===== src/rtl/vga_pixel_fetch.sv =====
// Maps active 640x480 VGA pixels onto a 2x-upscaled, optionally mirrored 320x240 image ROM.
// Define MIRROR_FRAME_LOCK_EN to apply mirror switch changes only at the start of vertical blanking.
module vga_pixel_fetch #(
  parameter int H_ACT  = 640,
  parameter int V_ACT  = 480,
  parameter int IMG_W  = 320,
  parameter int IMG_H  = 240,
  parameter int ADDR_W = 17
) (
  input  logic              pclk,
  input  logic              reset,
  input  logic [9:0]        h_cnt,
  input  logic [9:0]        v_cnt,
  input  logic              valid,
  input  logic              hsync_in,
  input  logic              vsync_in,
  input  logic              hmir,
  input  logic              vmir,
  output logic [ADDR_W-1:0] rom_addr,
  input  logic [11:0]       rom_data,
  output logic [3:0]        vgaRed,
  output logic [3:0]        vgaGreen,
  output logic [3:0]        vgaBlue,
  output logic              hsync,
  output logic              vsync
);

  logic hmir_m, hmir_s, vmir_m, vmir_s;
  logic hm_q, vm_q;

  always_ff @(posedge pclk or posedge reset) begin
    if (reset) begin
      hmir_m <= 1'b0;
      hmir_s <= 1'b0;
      vmir_m <= 1'b0;
      vmir_s <= 1'b0;
    end else begin
      hmir_m <= hmir;
      hmir_s <= hmir_m;
      vmir_m <= vmir;
      vmir_s <= vmir_m;
    end
  end

`ifdef MIRROR_FRAME_LOCK_EN
  // First line of vertical blanking: safe point to swap mapping without tearing.
  logic lock_stb;
  assign lock_stb = (h_cnt == 10'd0) && (v_cnt == 10'(V_ACT));

  always_ff @(posedge pclk or posedge reset) begin
    if (reset) begin
      hm_q <= 1'b0;
      vm_q <= 1'b0;
    end else if (lock_stb) begin
      hm_q <= hmir_s;
      vm_q <= vmir_s;
    end
  end
`else
  always_ff @(posedge pclk or posedge reset) begin
    if (reset) begin
      hm_q <= 1'b0;
      vm_q <= 1'b0;
    end else begin
      hm_q <= hmir_s;
      vm_q <= vmir_s;
    end
  end
`endif

  logic [ADDR_W-1:0] x_p0, y_p0, xm_p0, ym_p0, addr_p0;
  logic              act_p0;

  always_comb begin
    x_p0    = ADDR_W'(h_cnt >> 1);
    y_p0    = ADDR_W'(v_cnt >> 1);
    xm_p0   = hm_q ? (ADDR_W'(IMG_W - 1) - x_p0) : x_p0;
    ym_p0   = vm_q ? (ADDR_W'(IMG_H - 1) - y_p0) : y_p0;
    addr_p0 = ym_p0 * ADDR_W'(IMG_W) + xm_p0;
    act_p0  = valid && (h_cnt < 10'(H_ACT)) && (v_cnt < 10'(V_ACT));
  end

  // Stage 1: address register; ROM reads it during the following cycle.
  logic vld_p1, vld_p2;
  logic hs_p1, hs_p2, vs_p1, vs_p2;

  always_ff @(posedge pclk or posedge reset) begin
    if (reset) begin
      rom_addr <= '0;
      vld_p1   <= 1'b0;
      hs_p1    <= 1'b1;
      vs_p1    <= 1'b1;
    end else begin
      if (act_p0)
        rom_addr <= addr_p0;
      vld_p1 <= act_p0;
      hs_p1  <= hsync_in;
      vs_p1  <= vsync_in;
    end
  end

  // Stage 2: synchronous ROM access; only control travels here.
  always_ff @(posedge pclk or posedge reset) begin
    if (reset) begin
      vld_p2 <= 1'b0;
      hs_p2  <= 1'b1;
      vs_p2  <= 1'b1;
    end else begin
      vld_p2 <= vld_p1;
      hs_p2  <= hs_p1;
      vs_p2  <= vs_p1;
    end
  end

  // Stage 3: colour register, forced to black outside the active region.
  always_ff @(posedge pclk or posedge reset) begin
    if (reset) begin
      vgaRed   <= 4'd0;
      vgaGreen <= 4'd0;
      vgaBlue  <= 4'd0;
      hsync    <= 1'b1;
      vsync    <= 1'b1;
    end else begin
      if (vld_p2) begin
        vgaRed   <= rom_data[11:8];
        vgaGreen <= rom_data[7:4];
        vgaBlue  <= rom_data[3:0];
      end else begin
        vgaRed   <= 4'd0;
        vgaGreen <= 4'd0;
        vgaBlue  <= 4'd0;
      end
      hsync <= hs_p2;
      vsync <= vs_p2;
    end
  end

endmodule


===== config.mk =====
export PLATFORM = sky130hd
export DESIGN_NAME = vga_pixel_fetch
export DESIGN_NICKNAME = d
export VERILOG_FILES = /design/src/rtl/vga_pixel_fetch.sv
export SDC_FILE = /design/constraint.sdc
export NUM_CORES = 1
export LEC_CHECK = 0
export BUFFER_PORTS_ARGS = -buffer_cell sky130_fd_sc_hd__buf_2
export CELL_PAD_IN_SITES_DETAIL_PLACEMENT = 1
export CELL_PAD_IN_SITES_GLOBAL_PLACEMENT = 2
export CORE_ASPECT_RATIO = 0.6
export CORE_UTILIZATION = 34
export DETAILED_ROUTE_END_ITERATION = 12
export PLACE_DENSITY_LB_ADDON = 0.25
export SETUP_SLACK_MARGIN = 0.02
export SYNTH_ARGS = -nofsm -noshare
export SYNTH_HDL_FRONTEND = slang
export SYNTH_SLANG_ARGS = --single-unit

===== constraint.sdc =====
create_clock -name pclk -period 9.8 [get_ports pclk]
set_clock_uncertainty 0.1 [all_clocks]
set_input_delay 0.49 -clock pclk [delete_from_list [all_inputs] [get_ports pclk]]
set_output_delay 0.49 -clock pclk [all_outputs]
set_load 0.05 [all_outputs]

==> reports/qor.yml, run 1 <==
synthesis:
  ys_ff_latch: 43
  synthTopCellsByArea: "dfrtp_1 (38%), ha_1 (14%), dfstp_2 (6.4%)"
  syn_area_per_cell_um2: 10.4
  syn_area_um2: 2450
  synth_edf_count: 0
  syn_nets: 303
  yosys_warnings: 0
  ys.flop_type: "dfrtp_1"
  synth_area_leader_cell: "dfrtp_1"
  async_reset_ff_share_pct: 100
  synth_commonest_cells: "dfrtp_1 (37), ha_1 (27), nand2_1 (23)"
  yosysSeqAreaShare_pct: 44.2
  synthCells: 235
  yosysTopAreaCellShare_pct: 37.8
  synth.most_common_cell: "dfrtp_1"
  yosysUniqueCellTypes: 42
clock_tree:
  cts.clk_slew.worst_paths_ps: 60
  cts-resized-gates: 0
  cts_buffer_depth: 2
  cts_root_buffer: "clkbuf_16"
  ctsHoldBuffers: 0
  numClockSinks: 43
  clkLatencyLatePin_ps: 270
  cts_tree: "done"
  post_cts_buffers: 0
  cts_made_buffers: 5
  htree_levels: 2
run_status:
  status: "complete, but fails checks"
  violations: "DRC"
final_layout:
  stdcell_count: 393
  drive_gt1_share_pct: 28.1
  multi_input_area_um2: 1280
  n_fill_cell: 800
  diodes: 0
  areaGrowthSynthToFinish_pct: 23.5
  register_area_um2: 1080
  final_nets: 373
  fin_area_um2: 3030
sta:
  fin_crit_ps: 3910
  finalCritPeriodShare_pct: 39.9
  rsz0062_at_grt: "false"
  fin_setup_tns_ps: 0
  worst_pin_slew_ps: 549
  setup_viol: 0
  fmaxAchievable_ghz: 0.256
  max-slew-margin-rel_pct: 62.9
  hold_violations: 0
  slew_violations: 0
grt:
  grt_pass1_wl_um: 8560
  grt.busiest_layer: "met1"
  use_met1_pct: 21.9
  use_met2_pct: 21.2
  use_met3_pct: 4.49
  grt_pass1_vias: 1777
  antenna_found_initial: 0
  gr-total-overflow: 0
  grt_max_degree: 44
  grt_use_total_pct: 14.9
setup_path:
  reg2regPathDepth: 15
  crit_required_ps: 9900
  cp_slowest_stage_delay_ps: 630
  r2r_end: "rom_addr[16]"
  critPathTopFamily: "compound AO/OA/AOI/OAI gates"
  cp_num_cells: 15
  critPathCaptureType: "flop"
  cp_common_cell: "ha_1"
  path_class: "reg -> reg"
  start_kind: "flop"
  path_max_fanout: 10
  timing.rr.start: "vm_q"
  rrSetupSlack_ps: 5890
  cp_slowest_cell: "dfrtp_1"
  crit_arrival_ps: 4010
  path_buf_inv: 1
  crit_chain: "xor2_1 -> ha_1 -> ha_1 -> inv_1 -> fa_1 -> nor2b_1 -> o21ai_0 -> a21oi_1 -> nor2_1 -> ha_1 -> a2111oi_0 -> nand2b_1 -> a31oi_1 -> o21ai_0 -> a31oi_1"
detailed_routing:
  drcViolationCount: 6
  vias: 1830
  drt-initial-drc-count: 56
  antenna_left: 0
  wirelength_um: 5270
  dr.pass1.iters: 8
  vias_per_cell: 4.66
  wire_per_inst_um: 13.4
placement:
  portBuffers: 67
  place_area_um2: 2880
  gp_congestion: 0.726
  dp_cells: 385
  hpwlAfterDp_um: 4310
min_path:
  min-delay-start: "hsync_in"
  holdPathEnd: "hs_p1"
  hold_path_depth: 1
  hold_class: "in -> reg"
run:
  max_cap_violations: 0
power_and_ir_drop:
  ir_drop_v: 0.0000995
  leakagePower_nw: 1.58
  p_per_area_nw_per_um2: 225
die:
  die_y_um: 67.8
  start_util_pct: 36.0
  die_w_um: 112
  core_area_um2: 6820
  dieArea_um2: 7570
  num_io_pins: 70
  rows: 23
[state kept, by name, indices dropped and copies added, names as in the netlist]
register  cells
rom_addr     17
vsync         1
hs_p2         1
vs_p2         1
vgaRed        4
vmir_s        1
vm_q          1
vld_p1        1
vgaGreen      4
vmir_m        1
hmir_s        1
hs_p1         1
hmir_m        1
vs_p1         1
vld_p2        1
hm_q          1
hsync         1
vgaBlue       4
[cells in the final DEF (no fill, tap or decap), types with 7 or more instances in the layout]
master,count
buf_2,67
dfrtp_1,37
ha_1,27
nand2_1,23
o21ai_0,18
xnor2_1,16
inv_1,15
and2_1,13
nor2_1,9
xor2_1,7
a21oi_1,7
[worst reg2reg max path, cell delays in order (launching register included)]
cell and delay, ps:
dfrtp_1 630, xor2_1 220, ha_1 320, ha_1 160
inv_1 50, fa_1 400, nor2b_1 120, o21ai_0 110
a21oi_1 220, nor2_1 80, ha_1 320, a2111oi_0 440
nand2b_1 160, a31oi_1 230, o21ai_0 120, a31oi_1 170
[worst max path at each step]
stage          startpoint      endpoint
6_report             vm_q  rom_addr[16]
4_1_cts              vm_q  rom_addr[16]
5_1_grt              vm_q  rom_addr[16]
3_3_place_gp     v_cnt[5]  rom_addr[15]
2_1_floorplan    v_cnt[5]  rom_addr[16]
3_5_place_dp     v_cnt[5]  rom_addr[16]
[logic make-up (layout without fill, tap and decap cells)]
group	Yosys count	count (layout)	synth area share, %
XOR/XNOR	25	25	9.80
AO/OA/AOI/OAI	49	49	12.9
buffers and inverters	22	93	3.72
AND/OR/NAND/NOR	67	67	14.0
flip-flops	43	43	44.2
adder cells (fa/ha/maj)	29	29	15.4
[layer usage]
metal | routed length [µm] | vias up | share of wire, %
li1 | - | 942 | -
met1 | 2900 | 838 | 55
met2 | 2050 | 48 | 39
met3 | 312 | 2 | 5.9
met4 | 7 | 0 | 0.13
met5 | 0 | - | 0
[metrics by stage]
stage	setup WS, ps	total power [W]	util, %	hold slack, ps
final	5890	0.000680	44.4	209
after detailed placement	5770	0.000527	42.2	236
after floorplan	6380	0.000454	-	231
after global routing	5520	0.000730	44.4	201
after global placement	5790	0.000522	42.2	233
after CTS	5850	0.000692	44.4	201
[final cells by class]
type | count | area share (%)
Multi-Input combinational cell | 170 | 42.2
Sequential cell | 43 | 35.8
Timing Repair Buffer | 69 | 11.6
Clock buffer | 7 | 4.71
Tap cell | 87 | 3.60
Inverter | 16 | 1.98
Clock inverter | 1 | 0.165
[where the power goes]
part / switching [W] / internal (W) / total, W
Sequential: 0.0000166 / 0.000207 / 0.000224
Clock: 0.0000594 / 0.000101 / 0.000160
Combinational: 0.000198 / 0.0000988 / 0.000297
Total: 0.000274 / 0.000406 / 0.000680
No activity file was read; power rests on OpenSTA's default activity.
==> inputs of run 2 (changes only) <==
Settings changed: CORE_UTILIZATION 34 to 29.
Clock period 9.8 ns to 3.4 ns, I/O delays scaled along.
==> run 2 against run 1 <==
The run ends with setup timing left. Utilization is 0.40 points higher. Critical path depth is 1 higher. Die area is 17% higher. Power grew to 3.2 times the previous value. Sequential cell count stayed put. Register-to-register slack worse by 6000 ps. Fmax is 11% higher. Via count is 12% higher. Clock power grew to 2.8 times the previous value. Count of clock-buffer cells in the layout is 2 lower. First-iteration DRC count is 25% lower. Sequential share of layout area is 5.7 points lower. Critical endpoint unchanged. Largest power group unchanged. Highest routed layer unchanged.
==> reports/qor.yml, run 2 (same netlist as run 1, synthesis figures left out) <==
grt:
  gr-total-overflow: 0  # unchanged
  antenna_found_initial: 0  # unchanged
  grt_use_total_pct: 15.4  # +0.54 points
  grt_max_degree: 44  # unchanged
  grt_pass1_wl_um: 10300  # +20%
  grt_pass1_vias: 2105  # +18%
setup_path:
  path_max_fanout: 7  # -3
  path_class: "reg -> reg"
  worstSetupEndpoint: "rom_addr[16]"
  r2r_end: "rom_addr[16]"
  startpoint: "vm_q"
  critPathCaptureType: "flop"
  reg2regPathDepth: 16  # +1
  start_kind: "flop"
  rrSetupSlack_ps: -110  # -6000 ps
  timing.rr.start: "vm_q"
  crit_arrival_ps: 3610  # -400 ps
  crit_required_ps: 3500  # -6400 ps
clock_tree:
  cts_buffer_depth: 2  # unchanged
  htree_levels: 2  # unchanged
  cts_root_buffer: "clkbuf_16"
  numClockSinks: 43  # unchanged
  cts_made_buffers: 5  # unchanged
  cts.clk_slew.worst_paths_ps: 60  # about the same
  clkLatencyLatePin_ps: 280  # about the same
  cts_tree: "done"
placement:
  hpwlAfterDp_um: 4860  # +13%
  gp_congestion: 0.778  # +7.2%
  pre_cts_ws_ps: -377  # -6150 ps
  portBuffers: 67  # unchanged
sta:
  rsz0062_at_grt: "true"
  setup_ws_ps: -110  # -6000 ps
  finalCritPeriodShare_pct: 103  # +63 points
  whs_ps: 4.48  # -205 ps
  worst_pin_slew_ps: 534  # -15.1 ps
  setup_viol: 3  # +3
  fmaxAchievable_ghz: 0.285  # +11%
  fin_crit_ps: 3510  # -401 ps
  hold_violations: 0  # unchanged
  max-slew-margin-rel_pct: 64.4  # +1.5 points
  slew_violations: 0  # unchanged
die:
  dieArea_um2: 8840  # +17%
  die_w_um: 121  # +8.1%
  core_area_um2: 8040  # +18%
  num_io_pins: 70  # unchanged
  die_y_um: 73.2  # +8.0%
  start_util_pct: 30.5  # -5.5 points
  rows: 25  # +8.7%
detailed_routing:
  vias_per_cell: 4.44  # -4.7%
  dr.pass1.iters: 4  # -4
  vias: 2045  # +12%
  wirelength_um: 6360  # +21%
  drcViolationCount: 0  # -6
  antenna_left: 0  # unchanged
  drt-initial-drc-count: 42  # -25%
  wire_per_inst_um: 13.8  # +2.9%
min_path:
  hold_class: "in -> reg"
power_and_ir_drop:
  p_per_area_nw_per_um2: 607  # +170%
  leakagePower_nw: 1.83  # +15%
  p_total_w: 0.00219  # +220%
  ir_drop_v: 0.000257  # +160%
final_layout:
  largest_reg_flops: 17  # unchanged
  layout.cells.most_common: "buf_2"
  register_area_um2: 1080  # +0.12%
  n_fill_cell: 908  # +14%
  drive_gt1_share_pct: 42.5  # +14 points
  layout_common_cells: "buf_2 (67), dfrtp_1 (36), buf_4 (35), ha_1 (23), nand2_1 (22)"
  final_nets: 420  # +13%
  multi_input_area_um2: 1440  # +13%
  max_flop_register: "rom_addr"
  areaGrowthSynthToFinish_pct: 46.8
  diodes: 0  # unchanged
run_status:
  violations: "setup timing"
  status: "complete, but fails checks"
run:
  max_cap_violations: 0  # unchanged
[run 2: changes by cell type in the layout (fill, tap and decap cells not counted), moves of 4 or more]
cell	delta
buf_4	+33
dlygate4sd3_1	+14
a21oi_1	-4
a21oi_2	+4
ha_1	-4
[run 2: repair_timing]
action,4_1_cts,5_1_grt
endpoints found under the hold margin,50,0
pin swaps,17,19
gates resized for setup,22,15
buffers inserted,3,3
hold buffers,14,0
gates cloned,0,0
setup endpoints to repair,4,4
[run 2: worst max-delay path: stages, from the launching register on]
cell,delay [ps]
dfrtp_2,500
xor2_2,190
ha_1,290
ha_2,180
inv_2,40
fa_2,340
nor2b_2,130
o21ai_2,80
a21oi_2,160
nor2_1,60
ha_1,380
o211ai_1,120
nand2_1,130
and2_4,160
a31oi_1,80
or3_1,310
a31oi_1,180
[run 2: worst min-delay path by stage]
| stage | start | slack, ps | cells after the start | end |
|---|---|---|---|---|
| 4_1_cts | rom_data[6] | 0.6 | 2 | vgaGreen[2] |
| 3_3_place_gp | hsync_in | 180 | 1 | hs_p1 |
| 3_5_place_dp | hsync_in | 180 | 1 | hs_p1 |
| 6_report | rom_data[6] | 4 | 2 | vgaGreen[2] |
| 5_1_grt | rom_data[3] | 6 | 2 | vgaBlue[3] |
| 2_1_floorplan | hsync_in | 70 | 0 | hs_p1 |
[run 2: report_power, final]
group | internal (W) | total, W | switching, W | leakage [nW]
logic | 0.000441 | 0.00109 | 0.000652 | 1.22
registers | 0.000596 | 0.000638 | 0.0000416 | 0.533
clock network | 0.000268 | 0.000455 | 0.000187 | 0.0733
total | 0.00130 | 0.00219 | 0.000881 | 1.83
[run 2: layout make-up]
type / count / share of cell area, %
multi-input combinational: 170 / 40.0
sequential: 43 / 30.1
timing repair buffer: 116 / 20.5
tap: 108 / 3.75
clock buffer: 5 / 3.47
inverter: 16 / 1.74
clock inverter: 3 / 0.417
[run 2: metrics by stage]
stage / instance area, µm² / cells / utilization [%] / setup TNS, ps
detailed placement: 3120 / 434 / 38.8 / -957
CTS: 3520 / 459 / 43.8 / -253
global route: 3600 / 461 / 44.8 / -963
finish: 3600 / 461 / 44.8 / -283
global placement: 3120 / 434 / 38.8 / -521
floorplan: 2450 / 235 / - / 0
[run 2: per-layer routing]
| layer | part of all wire (%) | track usage (%) | wire length, µm | vias to the layer above |
|---|---|---|---|---|
| met2 | 45 | 23.8 | 2830 | 39 |
| met3 | 4.4 | 4.22 | 279 | 5 |
| met4 | 0.28 | 2.19 | 18 | 0 |
| li1 | - | - | - | 1030 |
| met1 | 51 | 22.0 | 3230 | 971 |
| met5 | 0 | 0 | 0 | - |
==> inputs of run 3 (changes only) <==
Settings changed: REMOVE_ABC_BUFFERS set to 1.
==> run 3 against run 2 <==
Largest power group unchanged. The flow finishes with violations (hold timing, setup timing). Power up 3.5%. Utilization down 0.062 points. Final cell count fell by 0.43%. Worst setup slack gained 8.2 ps. Die area did not move. Sequential share of layout area about the same. Critical path depth increased by 1. Count of clock-buffer cells in the layout is the same.
==> reports/qor.yml, run 3 (same netlist as run 1, synthesis figures left out) <==
run_status:
  status: "complete, but fails checks"
  violations: "hold timing, setup timing"
setup_path:
  path_max_fanout: 7  # unchanged
  rrSetupSlack_ps: -100  # about the same
  r2r_end: "rom_addr[15]"
  path_class: "reg -> reg"
  start_kind: "flop"
  timing.rr.start: "vm_q"
  reg2regPathDepth: 17  # +1
  crit_arrival_ps: 3620  # about the same
  crit_required_ps: 3520  # +20 ps
  critPathCaptureType: "flop"
detailed_routing:
  drt-initial-drc-count: 37  # -12%
  vias_per_cell: 4.52  # +2.0%
  wirelength_um: 6700  # +5.3%
  antenna_left: 0  # unchanged
  vias: 2076  # +1.5%
  drcViolationCount: 0  # unchanged
  dr.pass1.iters: 4  # unchanged
  wire_per_inst_um: 14.6  # +5.8%
final_layout:
  post-route-util_pct: 44.7  # -0.062 points
  largest_reg_flops: 17  # unchanged
  max_flop_register: "rom_addr"
  n_fill_cell: 927  # +2.1%
  diodes: 0  # unchanged
  layout_common_cells: "buf_2 (67), dfrtp_1 (36), buf_4 (31), nand2_1 (23), ha_1 (22)"
  final_nets: 418  # -0.48%
  areaGrowthSynthToFinish_pct: 46.6
  layout.cells.most_common: "buf_2"
  multi_input_area_um2: 1420  # -1.6%
  register_area_um2: 1080  # unchanged
  drive_gt1_share_pct: 41.6  # -0.90 points
sta:
  whs_ps: -24.7  # -29.2 ps
  hold_violations: 38  # +38
  setup_ws_ps: -102  # +8.15 ps
  fin_crit_ps: 3500  # -8.15 ps
  fmaxAchievable_ghz: 0.286  # +0.23%
  rsz0062_at_grt: "true"
  worst_pin_slew_ps: 899  # +365 ps
  max-slew-margin-rel_pct: 40.0  # -24 points
  setup_viol: 2  # -1
  finalCritPeriodShare_pct: 103  # -0.24 points
  slew_violations: 0  # unchanged
die:
  rows: 25  # unchanged
  start_util_pct: 30.5  # unchanged
  core_area_um2: 8040  # unchanged
  dieArea_um2: 8840  # unchanged
  die_w_um: 121  # unchanged
  die_y_um: 73.2  # unchanged
  num_io_pins: 70  # unchanged
power_and_ir_drop:
  p_switching_w: 0.000900  # +2.2%
  internal-power_w: 0.00136  # +4.4%
  swShare_pct: 39.8  # -0.51 points
  ir_drop_v: 0.000327  # +27%
  leakagePower_nw: 1.83  # +0.12%
  seqPwrFrac_pct: 28.4  # -0.8 points
  combPwrFrac_pct: 47.4  # -2.6 points
  pwr-share-clk_pct: 24.2  # +3.4 points
  p_per_area_nw_per_um2: 629  # +3.6%
placement:
  portBuffers: 67  # unchanged
  hpwlAfterDp_um: 4990  # +2.5%
  gp_congestion: 0.836  # +7.5%
clock_tree:
  clkLatencyLatePin_ps: 290  # about the same
  cts_buffer_depth: 2  # unchanged
  numClockSinks: 43  # unchanged
  cts.clk_slew.worst_paths_ps: 70  # about the same
  cts_made_buffers: 5  # unchanged
  htree_levels: 2  # unchanged
  cts_tree: "done"
  cts_root_buffer: "clkbuf_16"
min_path:
  hold_class: "in -> async"
grt:
  grt_pass1_vias: 2138  # +1.6%
  antenna_found_initial: 0  # unchanged
  gr-total-overflow: 0  # unchanged
  grt_use_total_pct: 16.1  # +0.73 points
  grt_pass1_wl_um: 10700  # +4.3%
  grt_max_degree: 44  # unchanged
run:
  max_cap_violations: 0  # unchanged
==> run 3: cell count changes in the layout (fill, tap and decap cells not counted), moves of 2 or more <==
cell	delta
buf_4	-4
clkinv_2	-2
ha_2	+2
inv_2	+2
o21ai_0	+2
o21ai_1	-2
==> run 3: how the worst max path moves through the flow <==
| stage | from | endpoint | slack [ps] | depth (start not counted) |
|---|---|---|---|---|
| 2_1_floorplan | vm_q | rom_addr[16] | 20 | 15 |
| 3_3_place_gp | vm_q | rom_addr[16] | -170 | 15 |
| 3_5_place_dp | vm_q | rom_addr[16] | -360 | 15 |
| 4_1_cts | vm_q | rom_addr[15] | -110 | 16 |
| 5_1_grt | vm_q | rom_addr[16] | -290 | 17 |
| 6_report | vm_q | rom_addr[15] | -100 | 17 |
==> run 3: area by class of cell <==
type	instances	area share, %
multi-input combinational	170	39.4
sequential	43	30.2
timing repair buffer	114	20.3
tap	108	3.76
clock buffer	5	3.48
inverter	16	1.67
clock inverter	3	1.22
==> run 3: worst max-delay path, cell delays in order, from the launching register on <==
cell,delay [ps]
dfrtp_2,490
xor2_2,210
ha_1,290
ha_2,190
inv_2,40
fa_2,360
nor2b_2,130
o21ai_2,70
a21oi_2,140
buf_4,130
nor2_4,40
ha_4,300
o211ai_1,90
nand2_1,110
and2_4,150
nor2_2,30
or4_1,460
nand3_1,80
==> run 3: repair_timing <==
item                                   in CTS  in global routing
endpoints found under the hold margin      15                  0
gates resized for setup                    11                 22
pin swaps                                   4                 12
hold buffers                               15                  0
buffers inserted                            2                  2
setup endpoints to repair                   4                  5
==> run 3: power groups by stage <==
stage	Sequential, W	Clock [W]	Combinational (W)
finish	0.000643	0.000547	0.00107
global route	0.000654	0.000591	0.00116
CTS	0.000643	0.000566	0.00101
detailed placement	0.000650	0	0.000962
global placement	0.000648	0	0.000948
floorplan	0.000911	0	0.000394
==> run 3: routing by layer <==
metal | up-vias | track usage (%) | part of all wire, %
met2 | 40 | 23.9 | 43
li1 | 1033 | - | -
met5 | - | 0 | 0
met3 | 6 | 4.69 | 4.5
met1 | 997 | 23.2 | 51
met4 | 0 | 3.70 | 0.87
==> run 3: through the flow <==
step	TNS [ps]	cell area [µm²]	total power (W)	worst slack, ps	cells
floorplan	0	2420	0.00130	19.2	229
global placement	-362	3100	0.00160	-173	432
detailed placement	-856	3100	0.00161	-361	432
CTS	-203	3480	0.00222	-108	457
global route	-632	3600	0.00241	-289	459
finish	-180	3600	0.00226	-102	459
